`src/rtl/dist_pkg.sv`:
```
// Shared types and constants for the byte distributor scheduler.
package dist_pkg;

  localparam int unsigned NUM_CH = 4;
  localparam int unsigned CH_W   = 2;

  localparam logic MODE_RR    = 1'b0;
  localparam logic MODE_FIXED = 1'b1;

  typedef enum logic {
    StIdle,
    StSend
  } state_e;

endpackage

```
`src/rtl/dist_rr_pick.sv`:
```
// Combinational round-robin picker: first set mask bit searching upward from ptr+1 (mod NUM_CH).
module dist_rr_pick
  import dist_pkg::*;
(
  input  logic [NUM_CH-1:0] mask,
  input  logic [CH_W-1:0]   ptr,
  output logic [CH_W-1:0]   target,
  output logic              any
);

  logic [CH_W-1:0] idx;

  // Scan the NUM_CH candidates in priority order; the first hit wins.
  always_comb begin
    target = '0;
    any    = 1'b0;
    idx    = '0;
    for (int unsigned i = 1; i <= NUM_CH; i++) begin
      idx = ptr + CH_W'(i);
      if (!any && mask[idx]) begin
        target = idx;
        any    = 1'b1;
      end
    end
  end

endmodule

```
`src/rtl/dist_scheduler.sv`:
```
// Scheduler in front of the 4-way byte distributor. Holds one beat at a time, picks its
// channel (round-robin over ch_mask or fixed), and drives the distributor from registers.
// Optional statistics counters are enabled by defining DIST_SCHED_STATS_EN.
module dist_scheduler
  import dist_pkg::*;
#(
  parameter int unsigned DATA_W  = 8,
  parameter int unsigned TIMEOUT = 16
) (
  input  logic              clk,
  input  logic              rst_n,
  input  logic              in_valid,
  output logic              in_ready,
  input  logic [DATA_W-1:0] in_data,
  input  logic              sched_mode,
  input  logic [CH_W-1:0]   fixed_ch,
  input  logic [NUM_CH-1:0] ch_mask,
  input  logic [NUM_CH-1:0] ch_ready,
  output logic              dist_enable,
  output logic [CH_W-1:0]   dist_select,
  output logic [DATA_W-1:0] dist_data,
  output logic              drop_pulse,
  output logic              busy
`ifdef DIST_SCHED_STATS_EN
  ,
  input  logic [CH_W-1:0]   stat_ch,
  output logic [15:0]       stat_count,
  output logic [15:0]       stat_drops
`endif
);

  localparam logic [7:0] ToLast = (TIMEOUT == 0) ? 8'd0 : 8'(TIMEOUT - 1);

  state_e            state_q;
  logic [DATA_W-1:0] data_q;
  logic [CH_W-1:0]   tgt_q;
  logic [CH_W-1:0]   rr_ptr_q;
  logic [7:0]        cnt_q;

  logic [CH_W-1:0]   rr_target;
  logic              rr_any;
  logic              exists;
  logic              tgt_ready;
  logic              accept;
  logic              deliver;
  logic              timeout_hit;
  logic [CH_W-1:0]   next_tgt;

  dist_rr_pick u_rr_pick (
    .mask   (ch_mask),
    .ptr    (rr_ptr_q),
    .target (rr_target),
    .any    (rr_any)
  );

  // Handshake and decision terms for the current cycle.
  always_comb begin
    exists      = (sched_mode == MODE_FIXED) || rr_any;
    tgt_ready   = ch_ready[tgt_q];
    deliver     = (state_q == StSend) && tgt_ready;
    in_ready    = 1'b0;
    if (rst_n) begin
      in_ready = (state_q == StIdle) ? exists : (tgt_ready && exists);
    end
    accept      = in_valid && in_ready;
    next_tgt    = (sched_mode == MODE_FIXED) ? fixed_ch : rr_target;
    // Ready on the last allowed cycle takes priority over the drop.
    timeout_hit = (TIMEOUT != 0) && (state_q == StSend) && !tgt_ready && (cnt_q == ToLast);
  end

  assign dist_select = tgt_q;
  assign dist_data   = data_q;

  // Beat-holding FSM with registered distributor controls.
  always_ff @(posedge clk) begin
    if (!rst_n) begin
      state_q     <= StIdle;
      data_q      <= '0;
      tgt_q       <= '0;
      rr_ptr_q    <= CH_W'(NUM_CH - 1);
      cnt_q       <= '0;
      dist_enable <= 1'b0;
      drop_pulse  <= 1'b0;
      busy        <= 1'b0;
    end else begin
      drop_pulse <= 1'b0;
      unique case (state_q)
        StIdle: begin
          if (accept) begin
            state_q     <= StSend;
            data_q      <= in_data;
            tgt_q       <= next_tgt;
            cnt_q       <= '0;
            dist_enable <= 1'b1;
            busy        <= 1'b1;
            if (sched_mode == MODE_RR) rr_ptr_q <= rr_target;
          end
        end
        StSend: begin
          if (accept) begin
            data_q <= in_data;
            tgt_q  <= next_tgt;
            cnt_q  <= '0;
            if (sched_mode == MODE_RR) rr_ptr_q <= rr_target;
          end else if (deliver) begin
            state_q     <= StIdle;
            dist_enable <= 1'b0;
            busy        <= 1'b0;
          end else if (timeout_hit) begin
            state_q     <= StIdle;
            dist_enable <= 1'b0;
            busy        <= 1'b0;
            drop_pulse  <= 1'b1;
          end else if (TIMEOUT != 0) begin
            cnt_q <= cnt_q + 8'd1;
          end
        end
        default: state_q <= StIdle;
      endcase
    end
  end

`ifdef DIST_SCHED_STATS_EN
  logic [15:0] stat_cnt_q [NUM_CH];

  // Saturating per-channel delivery counters, global drop counter, registered readout.
  always_ff @(posedge clk) begin
    if (!rst_n) begin
      for (int i = 0; i < NUM_CH; i++) stat_cnt_q[i] <= '0;
      stat_count <= '0;
      stat_drops <= '0;
    end else begin
      stat_count <= stat_cnt_q[stat_ch];
      if (deliver && (stat_cnt_q[tgt_q] != 16'hFFFF)) begin
        stat_cnt_q[tgt_q] <= stat_cnt_q[tgt_q] + 16'd1;
      end
      if (timeout_hit && (stat_drops != 16'hFFFF)) begin
        stat_drops <= stat_drops + 16'd1;
      end
    end
  end
`endif

endmodule

```
`config.mk`:
```
export PLATFORM = sky130hd
export DESIGN_NAME = dist_scheduler
export DESIGN_NICKNAME = d
export VERILOG_FILES = /design/src/rtl/dist_pkg.sv /design/src/rtl/dist_rr_pick.sv /design/src/rtl/dist_scheduler.sv
export SDC_FILE = /design/constraint.sdc
export NUM_CORES = 1
export LEC_CHECK = 0
export ABC_AREA = 1
export CORE_MARGIN = 3
export CORE_UTILIZATION = 51
export DETAILED_ROUTE_END_ITERATION = 10
export PLACE_DENSITY = 0.82
export SETUP_SLACK_MARGIN = 0.1
export SLEW_MARGIN = 10
export SYNTH_ARGS = -nofsm -noshare
export SYNTH_HDL_FRONTEND = slang
export SYNTH_SLANG_ARGS = --single-unit
```
`constraint.sdc`:
```
create_clock -name clk -period 4.45 [get_ports clk]
set_input_delay 0.89 -clock clk [delete_from_list [all_inputs] [get_ports clk]]
set_output_delay 0.89 -clock clk [all_outputs]
set_load 0.1 [all_outputs]
```
==> out/qor.csv <==
stage,metric,value,unit
setup_path,CP endpoint,in_ready,
floorplanning,Die Y,57.6,um
setup_path,FF-to-FF path depth,11,
timing,Final Skew,0.00739,ns
setup_path,kind of critical path,in -> out,
floorplanning,Initial Util,54.4,%
clocking,CTS Hold Bufs,0,
synthesis,"Seq/Total Area, Yosys",33.9,%
setup_path,CP Data Arrival Time,2.51,ns
clocking,CTS buffer count,3,
setup_path,Critical Path RT,3.56,ns
placed_design,routability cong.,0.841,
clocking,clock sink count,23,
timing,max-slew violations,0,
finish,final non-filler cell total,259,
synthesis,cells after synthesis,195,
pwr,Pwr Density,292,mW/mm^2
clocking,post_cts resized,0,
drt,via count,1384,
floorplanning,die footprint,0.00332,mm^2
timing,final period utilization,76.5,%
synthesis,Seq cells post-synth,23,
finish,Area Growth Syn to Fin,27.1,%
setup_path,Worst Setup SP,rst_n,
flow_run,max_cap viols,0,
drt,DR WL/cell,12.2,um
timing,Hold Fails Final Rpt,0,
timing,setup violators final,0,
drt,"antenna viol nets, final",0,
floorplanning,I/O pin count,36,
synthesis,synth unique cells,27,
finish,share of layout cells above drive strength 1,10.9,%
drt,Total Wirelength,3150,um
setup_path,crit path launch type,input pin,
synthesis,Mean Syn Cell Area,6.97,um^2
placed_design,Post-DP HPWL,2400,um
clocking,Worst-path clk slew,0.12,ns
run_status,status,"finished, final reports clean",
finish,Layout Nets,253,
drt,vias per cell,5.34,
finish,most frequent cells in the layout,"nand2_1 (61), clkdlybuf4s50_1 (34), dfxtp_1 (23)",
clocking,Setup Buffers After CTS,0,
finish,antenna diode count,0,
timing,maximum clock frequency,0.294,GHz
setup_path,FF-to-FF setup slack,2.51,ns
floorplanning,die width,57.6,um
pwr,Peak supply drop,192,uV
hold_path,min-delay worst type,reg -> reg,
synthesis,"Cell Area, Synth",0.00136,mm^2
clocking,clk_lat worst skew,0.31,ns
setup_path,CP Capture Type,primary output,
drt,DRT iter0 DRCs,51,
finish,"commonest non-fill, non-tap cell in the layout",nand2_1,
setup_path,worst r2r dst,rr_ptr_q[1],
setup_path,Worst Path Max Fanout,19,
pwr,Tot Pwr,0.504,mW
timing,Fin Hold WS,0.480,ns
drt,DRC violations left,0,
timing,Rel. slew slack,34.3,%
global_routing,initial antenna violation count,0,
global_routing,largest net degree at the start of global routing,23,
placed_design,number of buffers added on ports,35,
synthesis,Synth warnings,0,
global_routing,number of global-route vias before repair,1336,
clocking,Root Driver,clkbuf_4,
clocking,CTS Buffer Depth,2,
floorplanning,# rows,18,
floorplanning,CORE AREA,0.00250,mm^2
timing,Period minus WS final,3.40,ns
synthesis,Syn Nets,218,
timing,Slew @ Worst Pin,0.982,ns
global_routing,total track usage,20.0,%
drt,First-pass DRT Iterations,4,
setup_path,r2r startpoint,rr_ptr_q[0],
clocking,H-tree depth,1,
global_routing,first-pass GRT wire length,5350,um
global_routing,total grt overflow,0,
timing,RSZ-0062 raised after global routing,false,
clocking,CTS tree,built,
timing,Final TNS setup,0,ns
pwr,LEAKAGE,0.758,nW
placed_design,Cells after DPL,255,
[worst min-delay path by stage]
stage                   end  cells past startpoint          from
4_1_cts        dist_data[5]                      2  dist_data[5]
5_1_grt        dist_data[3]                      2  dist_data[3]
2_1_floorplan      cnt_q[0]                      1      cnt_q[0]
3_3_place_gp   dist_data[6]                      2  dist_data[6]
6_report       dist_data[3]                      2  dist_data[3]
3_5_place_dp   dist_data[5]                      2  dist_data[5]
[state kept, by name, indices dropped and copies added (netlist names)]
register     count
cnt_q            8
dist_data        8
dist_select      2
rr_ptr_q         2
busy             1
drop_pulse       1
state_q          1
[worst max-delay path, cell delays in order]
cell	delay [ns]
clkdlybuf4s50_1	0.59
inv_2	0.19
a21oi_1	0.38
nand2_1	0.09
inv_1	0.08
buf_4	0.28
[cell usage after synthesis (all sizes together)]
master / count / share of area [%]
a31oi: 1 / 0.46
nand4: 4 / 1.8
nor2: 7 / 3.1
nand3: 21 / 9.6
nor3: 2 / 0.74
o21a: 1 / 0.55
o21bai: 1 / 0.55
buf: 4 / 3.0
nand2: 70 / 22
xor2: 2 / 1.3
o21ai: 5 / 2.4
clkbuf: 1 / 0.28
or2: 1 / 0.46
dfxtp: 23 / 34
ha: 1 / 0.92
o211ai: 7 / 4.2
a21oi: 20 / 7.4
inv: 24 / 6.8
[cell type report]
class                           instances  area (um^2)
Fill cell                             227          773
Multi-Input combinational cell        143          761
Sequential cell                        23          460
Timing Repair Buffer                   35          348
Inverter                               24         92.6
Tap cell                               30         37.5
Clock buffer                            3         22.5
Clock inverter                          1         5.00
[power by group]
part	switching [mW]	internal, mW	leakage, nW
logic	0.126	0.0564	0.553
clock network	0.0640	0.0336	0.0177
registers	0.00862	0.215	0.187
total	0.199	0.305	0.758
[cell families (layout without fill, tap and decap cells)]
kind of cell,count (synthesis),in the layout,share of synthesized area (%)
compound gates,35,35,15.6
xor+xnor,2,2,1.29
fa+ha+maj,1,1,0.921
buf+inv,29,63,10.1
flops,23,23,33.9
simple gates,105,105,38.2
[metrics by stage]
step                area, um^2  utilization, %  setup WS [ns]
CTS                       1730            69.1           1.04
detailed placement        1700            68.0           1.04
global route              1730            69.1          0.907
floorplan                 1360               -           1.28
global placement          1700            68.0           1.10
finish                    1730            69.1           1.05
[routing by layer]
layer / wire length, um / part of all wire [%] / up-vias / GRT usage [%]
met1: 1330 / 42 / 621 / 23.1
met2: 1520 / 48 / 51 / 35.5
met4: 53 / 1.7 / 0 / 8.61
met5: 0 / 0 / - / 0
met3: 241 / 7.7 / 7 / 4.01
li1: - / - / 705 / -
Note: power is estimated with default switching activity, not from simulation.
